[src/rtl/instr_fetch_unit.sv]
// -----------------------------------------------------------------------------
// instr_fetch_unit
//   Instruction-fetch front end for the 4-stage pipeline. Owns the PC, a
//   synchronous-read instruction memory and a small prefetch FIFO, and hands
//   {pc, instr} pairs to decode over a valid/ready handshake. Supports branch
//   redirects (which flush everything in flight) and a program-load write port.
//
// Ports
//   clk             sole clock, rising edge
//   reset_n         synchronous, active-low reset
//   fetch_en        1 = issue fetches, 0 = hold PC
//   imem_we         program-load write strobe (honoured during reset)
//   imem_waddr      program-load write address
//   imem_wdata      program-load write data
//   redirect_valid  one-cycle redirect pulse
//   redirect_pc     redirect target
//   if_ready        decode can accept
//   if_valid        FIFO head valid
//   if_instr        instruction at FIFO head
//   if_pc           address of if_instr
//   perf_fetch_cnt  (IFU_PERF_CNT_EN only) saturating transfer count
//   perf_stall_cnt  (IFU_PERF_CNT_EN only) saturating valid-but-not-ready count
//
// Build option
//   IFU_PERF_CNT_EN  adds the two 16-bit performance counters.
// -----------------------------------------------------------------------------
module instr_fetch_unit #(
  parameter int ADDR_W = 4,
  parameter int DATA_W = 8,
  parameter int DEPTH  = 2
) (
  input  logic              clk,
  input  logic              reset_n,
  input  logic              fetch_en,
  input  logic              imem_we,
  input  logic [ADDR_W-1:0] imem_waddr,
  input  logic [DATA_W-1:0] imem_wdata,
  input  logic              redirect_valid,
  input  logic [ADDR_W-1:0] redirect_pc,
  input  logic              if_ready,
  output logic              if_valid,
  output logic [DATA_W-1:0] if_instr,
  output logic [ADDR_W-1:0] if_pc
`ifdef IFU_PERF_CNT_EN
  ,
  output logic [15:0]       perf_fetch_cnt,
  output logic [15:0]       perf_stall_cnt
`endif
);

  localparam int PTR_W = (DEPTH > 1) ? $clog2(DEPTH) : 1;
  localparam int CNT_W = PTR_W + 1;

  // Instruction memory: no reset, registered read.
  logic [DATA_W-1:0] imem [0:(2**ADDR_W)-1];
  logic [DATA_W-1:0] rdata_reg;

  logic [ADDR_W-1:0] pc_reg;
  logic              inflight_reg;
  logic [ADDR_W-1:0] inflight_pc_reg;
  logic [PTR_W-1:0]  wr_ptr_reg;
  logic [PTR_W-1:0]  rd_ptr_reg;
  logic [CNT_W-1:0]  count_reg;

  logic [ADDR_W-1:0] fifo_pc    [0:DEPTH-1];
  logic [DATA_W-1:0] fifo_instr [0:DEPTH-1];

  logic              pop;
  logic              push;
  logic              issue;
  logic [CNT_W:0]    occ_after_pop;

  assign if_valid = (count_reg != '0);
  assign if_pc    = fifo_pc[rd_ptr_reg];
  assign if_instr = fifo_instr[rd_ptr_reg];

  assign pop  = if_valid && if_ready;
  assign push = inflight_reg && !redirect_valid;

  // Credit check counts the slot being freed by a pop on this same edge, so a
  // two-entry FIFO still streams one instruction per clock. Without a pop this
  // reduces to count + inflight < DEPTH, so the FIFO can never overflow.
  assign occ_after_pop = {1'b0, count_reg}
                       + {{CNT_W{1'b0}}, inflight_reg}
                       - {{CNT_W{1'b0}}, pop};

  assign issue = reset_n && fetch_en && !redirect_valid &&
                 (occ_after_pop < (CNT_W+1)'(DEPTH));

  // Write and read share one block so a same-address collision returns the
  // old word (read-before-write).
  always_ff @(posedge clk) begin
    if (imem_we) begin
      imem[imem_waddr] <= imem_wdata;
    end
    if (issue) begin
      rdata_reg <= imem[pc_reg];
    end
  end

  // PC, in-flight tracking and FIFO bookkeeping. Redirect dominates all.
  always_ff @(posedge clk) begin
    if (!reset_n) begin
      pc_reg          <= '0;
      inflight_reg    <= 1'b0;
      inflight_pc_reg <= '0;
      wr_ptr_reg      <= '0;
      rd_ptr_reg      <= '0;
      count_reg       <= '0;
    end else if (redirect_valid) begin
      pc_reg       <= redirect_pc;
      inflight_reg <= 1'b0;
      wr_ptr_reg   <= '0;
      rd_ptr_reg   <= '0;
      count_reg    <= '0;
    end else begin
      inflight_reg <= issue;
      if (issue) begin
        pc_reg          <= pc_reg + 1'b1;
        inflight_pc_reg <= pc_reg;
      end
      if (push) begin
        wr_ptr_reg <= wr_ptr_reg + 1'b1;
      end
      if (pop) begin
        rd_ptr_reg <= rd_ptr_reg + 1'b1;
      end
      count_reg <= count_reg + CNT_W'(push) - CNT_W'(pop);
    end
  end

  // FIFO storage, one register pair per entry. Entries reset to zero so the
  // head reads {0,0} after reset.
  genvar gi;
  generate
    for (gi = 0; gi < DEPTH; gi++) begin : g_entry
      logic [ADDR_W-1:0] pc_q;
      logic [DATA_W-1:0] instr_q;

      always_ff @(posedge clk) begin
        if (!reset_n) begin
          pc_q    <= '0;
          instr_q <= '0;
        end else if (push && (wr_ptr_reg == PTR_W'(gi))) begin
          pc_q    <= inflight_pc_reg;
          instr_q <= rdata_reg;
        end
      end

      assign fifo_pc[gi]    = pc_q;
      assign fifo_instr[gi] = instr_q;
    end
  endgenerate

`ifdef IFU_PERF_CNT_EN
  logic [15:0] perf_fetch_cnt_reg;
  logic [15:0] perf_stall_cnt_reg;

  always_ff @(posedge clk) begin
    if (!reset_n) begin
      perf_fetch_cnt_reg <= '0;
      perf_stall_cnt_reg <= '0;
    end else begin
      if (pop && (perf_fetch_cnt_reg != 16'hFFFF)) begin
        perf_fetch_cnt_reg <= perf_fetch_cnt_reg + 16'd1;
      end
      if (if_valid && !if_ready && (perf_stall_cnt_reg != 16'hFFFF)) begin
        perf_stall_cnt_reg <= perf_stall_cnt_reg + 16'd1;
      end
    end
  end

  assign perf_fetch_cnt = perf_fetch_cnt_reg;
  assign perf_stall_cnt = perf_stall_cnt_reg;
`endif

endmodule

[config.mk]
export PLATFORM = sky130hd
export DESIGN_NAME = instr_fetch_unit
export DESIGN_NICKNAME = d
export VERILOG_FILES = /design/src/rtl/instr_fetch_unit.sv
export SDC_FILE = /design/constraint.sdc
export NUM_CORES = 1
export LEC_CHECK = 0
export ABC_AREA = 1
export CORE_MARGIN = 3
export CORE_UTILIZATION = 54
export DETAILED_ROUTE_END_ITERATION = 16
export GPL_TIMING_DRIVEN = 0
export PLACE_DENSITY = 0.75
export SYNTH_ARGS = -nofsm -noshare
export SYNTH_HDL_FRONTEND = slang
export SYNTH_SLANG_ARGS = --single-unit
[constraint.sdc]
create_clock -name clk -period 2.2 [get_ports clk]
set_clock_uncertainty 0.05 [all_clocks]
set_input_delay 0.22 -clock clk [delete_from_list [all_inputs] [get_ports clk]]
set_output_delay 0.22 -clock clk [all_outputs]
set_load 0.005 [all_outputs]
# Word-level counts from Yosys, hierarchy flattened
# Memories as Yosys holds them, arrays and structs flattened. A register that Yosys moved wholly into a read port is not among the register bits.
# Index checks and enable logic that the tools add are counted.
[word_totals]
register_bits = 37
latch_bits = 0
ramBits = 128
romBits = 0
in_bits = 22
out_inout_bits = 13
word_cells = 46
n_memories = 1
[classes]
add_sub_neg = 7
n_mul = 0
div_mod_pow = 0
n_lt_le_gt_ge = 2
n_eq_ne = 0
n_shift = 0
n_mux = 10
n_bitwise = 4
reduce_logical = 12
[memory_table]
columns = ["name", "words", "width", "rd", "rd_clocked_by_memory_dff", "wr", "line", "text"]
rows = [
  ["imem", 16, 8, 1, 1, 1, "55", "logic [DATA_W-1:0] imem [0:(2**ADDR_W)-1];"],
]
[ops]
columns = ["cell", "count"]
rows = [
  ["$mux 8", 3],
  ["$mux 4", 5],
  ["$logic_and 1x1->1", 7],
  ["$add 4x1->4 const B", 1],
  ["$reduce_bool 2->1", 2],
  ["$add 2x1->3", 1],
  ["$lt 3x2->1 const B", 1],
  ["$not 1->1", 3],
  ["$sub 3x1->3", 1],
  ["$add 1x1->1 const B", 2],
  ["$add 2x1->2", 1],
  ["$ge 2x2->1 const B", 1],
  ["$mux 1", 2],
  ["$not 1->2", 1],
  ["$reduce_and 2->1", 1],
  ["$reduce_or 2->1", 1],
  ["$sub 2x1->2", 1],
  ["$logic_not 1->1", 1],
]

# Logic depth before layout (Yosys ltp)
[logic_depth]
word_depth = 7
mapped_depth = 16
mapped_depth_nobuf = 16

# Worst setup path before layout
# Ideal clock, no wire load.
[synth_path]
path_type = "flip-flop to flip-flop"
startpoint = "register count_reg[1]"
endpoint = "register rdata_reg[0] (read register of imem), enable pin"
setup_ps = 337
t_arrival_ps = 1844
required_time_ps = 1813
path_slack_ps = -31
path_stages_with_launch = 13
path_buffers = 0
synth_period_minus_slack_ps = 2231
cell_sequence = "dfxtp_1 > inv_1 > nand2_1 > nand2_1 > inv_1 > nand2_1 > o21ai_0 > nand2_1 > fa_1 > nand2_1 > inv_1 > nand2_1 > nor2_4"
[synth_between]
elab_chain_len = 5
word_cells_on_any_way = 6
cone_classes = "add/sub (2); order compare (1); reduce/logical (3)"
[synth_rtl]
columns = ["element", "line", "text"]
rows = [
  ["from (decl)", "63", "logic [CNT_W-1:0] count_reg;"],
  ["from (signal assigned)", "128", "count_reg <= count_reg + CNT_W'(push) - CNT_W'(pop);"],
  ["$reduce_bool 2->1", "73", "assign if_valid = (count_reg != '0);"],
  ["net if_valid", "41", "output logic if_valid,"],
  ["$logic_and 1x1->1", "77", "assign pop = if_valid && if_ready;"],
  ["$sub 3x1->3", "85", "- {{CNT_W{1'b0}}, pop};"],
  ["$lt 3x2->1", "88", "(occ_after_pop < (CNT_W+1)'(DEPTH));"],
  ["$logic_and 1x1->1", "87", "assign issue = reset_n && fetch_en && !redirect_valid &&"],
  ["net issue", "70", "logic issue;"],
  ["to (decl)", "56", "logic [DATA_W-1:0] rdata_reg;"],
]
# The timed path passes the listed nets, and every way through them passes these cells.
# A chain may end at the register's enable or synchronous reset.

# Final worst setup path
[layout_path]
startpoint = "register count_reg[0]"
endpoint = "register rdata_reg[3] (read register of imem), enable pin"
[layout_between]
elab_chain_len = 5
word_cells_on_any_way = 6
cone_classes = "add/sub (2); order compare (1); reduce/logical (3)"
[layout_rtl]
columns = ["element", "line"]
rows = [
  ["branches (longest 2 deep; another with $add 2x1->3)", "-"],
  ["$sub 3x1->3 (*)", "85"],
  ["$lt 3x2->1 (*)", "88"],
  ["$logic_and 1x1->1 (*)", "87"],
  ["net issue", "70"],
]
# Mark *: on every way through the listed nets, which the timed path passes.

==> results by group <==
Global route
  • Global-route wire length before repair: between 20000 and 30000 µm
  • All-layer global routing usage: between 20% and 30%
  • Final global-route overflow total: 0
  • Initial antenna violation count: 0
  • Pin count of the biggest net entering global routing: 17
  • Vias in the first global route: 5202

STA
  • Final hold viol count: 0
  • Maximum clock rate: approximately 0.44 GHz
  • Setup Total Neg Slack: -0.2284 ns
  • Unrepaired setup endpoints after global routing: true
  • # setup viols final: 6
  • Tcrit/Tclk final: 102.5%
  • Fin crit period: around 2.3 ns
  • Worst slew pin tran: just under 0.9 ns
  • Slew margin rel.: about two fifths
  • Worst hold-check slack: ~0.028 ns
  • Final Slew Violations: 0
  • Worst setup margin: -0.05577 ns

Worst hold path
  • Worst hold path depth: 3
  • Worst hold path startpoint: reset_n
  • Hold Path End: g_entry[0].instr_q[3]$_SDFFE_PN0P_
  • Hold crit path type: input pin to flip-flop

Setup path
  • Most common cell on crit path: nand2_2
  • Critical R2R Launch: count_reg[0]$_SDFF_PP0_
  • CP Launch Type: flip-flop
  • Number of cells on the critical path: 13
  • Critical setup path kind: flip-flop to flip-flop
  • CP arrival: 2.36 ns
  • Data required time of the worst path: 2.30 ns
  • Worst Path Buf+Inv: 4
  • Cell Chain, Critical Path: inv_2 -> nand2_2 -> nand2_2 -> inv_2 -> nand2_2 -> o21ai_2 -> nand2_1 -> fa_1 -> nand2_2 -> inv_2 -> nand2_4 -> nor2_4 -> bufbuf_16
  • Worst path top cell family by delay: simple AND/OR/NAND/NOR gates
  • Worst Setup End Kind: flip-flop
  • R2R setup slack: -0.06 ns
  • FF-to-FF End: rdata_reg[3]$_DFFE_PP_
  • Critical path peak fanout: 4
  • Worst Reg-to-Reg Cells: 13
  • Slowest cell on crit path: fa_1
  • CP max stage delay: around 0.49 ns

Drt
  • Vias: around 5400
  • Vias per cell: around 5.5
  • First-pass iteration count of the detailed router: 5
  • Residual DRC: 0
  • DRT iter0 DRCs: between 600 and 700
  • Post-DR wirelength/cell: approximately 18 µm
  • Post-detailed-route count of antenna-violating nets: 0
  • Routed WL: roughly 17000 µm

Cells and area
  • Ant. Diodes: 0
  • Fillers: just under 1000
  • Reg with most FFs: imem
  • Layout area overhead: 18.39%
  • Final nets: a little over 800
  • Top Registers: imem: 128 flops, g_entry.instr_q: 16 flops
  • Max FFs per register: between 100 and 150
  • Register area: ~4800 µm²
  • Fraction of layout cells with a size suffix above 1: 12.34%
  • Multi-input gate area: approximately 2100 µm²
  • Final design utilization: 66.75%

Die
  • Die Y: between 100 and 150 µm
  • Full die area: 14870 µm²
  • Die W: approximately 120 µm
  • Row count: just over 40
  • Core Region: 12880 µm²
  • Initial Util: a little under three fifths
  • # IOs: 35

Power and ir drop
  • Net Sw Power: 1.595 mW
  • Clk pwr share: between 40% and 50%
  • Gate power share: 8.3%
  • Switch share: 22.44%
  • Max IR drop VDD: around 0.53 mV
  • PD cells: 827.3 nW/µm²
  • Lkg Pwr: ~3.4 nW
  • Pint: 5.515 mW
  • Design Power: 7.110 mW
  • Sequential share of power: about half

Yosys
  • Largest area contributor in the netlist: edfxtp_1
  • Top cell type's share of synthesized area: roughly 56%
  • Syn Std Cell Area: approximately 7300 µm²
  • Synth async-reset ratio: 0%
  • Top-count cell post-synth: nand2_1
  • Yosys Warn Count: 0
  • Commonest cells in the netlist: 241 x nand2_1, 136 x edfxtp_1, 69 x nand3_1, 54 x nor2_1, 52 x inv_1
  • Mean Syn Cell Area: about 10 µm²
  • Seq cells post-synth: between 150 and 200
  • Number of flops mapped to enable cells by yosys: 136
  • Mapped Cells: around 730
  • Syn Nets: 752
  • Synth unique cells: 27
  • Primary FF master, synth: edfxtp_1
  • Synth top area cells: edfxtp_1 56%, nand2_1 12%, dfxtp_1 10%, nand3_1 4.8%, nor2_1 2.8%
  • Seq/Total Area, Yosys: 66.46%

Clock network
  • Buffer levels on the longest clock path: 2
  • CTS Buf Count: 17
  • Hold buffer count at CTS: 0
  • CTS HTree Levels: 4
  • TritonCTS clock tree: built
  • Worst skew pair latency: between 0.4 and 0.5 ns
  • Clock Sink Count: 173
  • Clock-pin slew on the worst setup and hold paths: roughly 0.060 ns
  • Clock Tree Root: clkbuf_16

Placement
  • GP Congestion: 0.9277
  • Dpl ws: -0.3887 ns
  • Number of port buffers: 33
  • Dpl hpwl: 11290 µm

Run status
  • Status: finished, violations left
  • Violated checks: negative setup slack

Job
  • Max cap viols: 0
==> worst max path at each step <==
stage | end | slack [ns] | from
global route | rdata_reg[2]$_DFFE_PP_ | -0.18 | count_reg[0]$_SDFF_PP0_
global placement | rdata_reg[5]$_DFFE_PP_ | -0.36 | if_ready
detailed placement | rdata_reg[5]$_DFFE_PP_ | -0.39 | if_ready
floorplan | rdata_reg[0]$_DFFE_PP_ | 0.008 | count_reg[1]$_SDFF_PP0_
CTS | rdata_reg[7]$_DFFE_PP_ | -0.05 | count_reg[0]$_SDFF_PP0_
finish | rdata_reg[3]$_DFFE_PP_ | -0.06 | count_reg[0]$_SDFF_PP0_
==> power by group through the flow <==
stage	Clock (mW)	Combinational, mW	Sequential, mW
6_report	2.89	0.591	3.63
3_5_place_dp	0	0.543	3.70
4_1_cts	2.90	0.571	3.63
2_1_floorplan	0	0.315	3.69
5_1_grt	3.03	0.648	3.63
3_3_place_gp	0	0.528	3.70
==> repair_timing <==
action                                  CTS  global route
resized for setup                        11            24
cloned                                    2             0
pin swaps                                 2             9
buffers inserted                          6             3
endpoints found under the setup margin   25            28
==> cell families (layout without fill, tap and decap cells) <==
family,after synthesis,in the layout,share of synthesized area (%)
DFF,173,173,66.46
and+or+nand+nor,378,378,21.39
adders and majority gates,3,3,0.6204
buffers and inverters,91,166,5.602
xor gates and xnor gates,2,2,0.2413
AOI/OAI and AO/OA,80,80,5.688
==> tightest hold or removal path, cell delays in order <==
cell and delay, ns:
buf_4 0.15, o21ai_2 0.06, a21oi_1 0.03
==> cell usage in the layout, fill, tap and decap left out, types with 7 or more instances in the layout <==
cell | Yosys | final
nand2_1 | 241 | 233
edfxtp_1 | 136 | 136
nand3_1 | 69 | 68
nor2_1 | 54 | 53
inv_1 | 52 | 48
o21ai_0 | 37 | 34
dfxtp_1 | 37 | 34
clkdlybuf4s50_1 | 0 | 33
a21oi_1 | 33 | 31
clkbuf_16 | 0 | 19
buf_2 | 14 | 14
buf_4 | 6 | 12
clkbuf_1 | 8 | 8
or2_2 | 8 | 8
o21ai_1 | 6 | 7
==> layout make-up <==
| cell class | count | share of cell area [%] |
|---|---|---|
| flip-flops and latches | 173 | 56.21 |
| repair buffers | 43 | 5.430 |
| clock inverters | 4 | 0.2475 |
| inverters | 55 | 2.431 |
| plain buffers | 36 | 2.358 |
| multi-input cells | 463 | 24.38 |
| well taps | 172 | 2.504 |
| clock buffers | 28 | 6.435 |
==> layer usage <==
layer,track usage (%),part of all wire [%]
met1,31.55,39
met2,40.61,49
met3,5.710,9.1
met4,12.04,2.8
met5,0,0
==> stage by stage <==
stage                     instances  cell area [µm²]
after floorplan                 727             7261
after global placement          932             7806
after detailed placement        932             7806
after CTS                       972             8521
after global routing            974             8594
final                           974             8594
No activity file was read; power rests on OpenSTA's default activity.
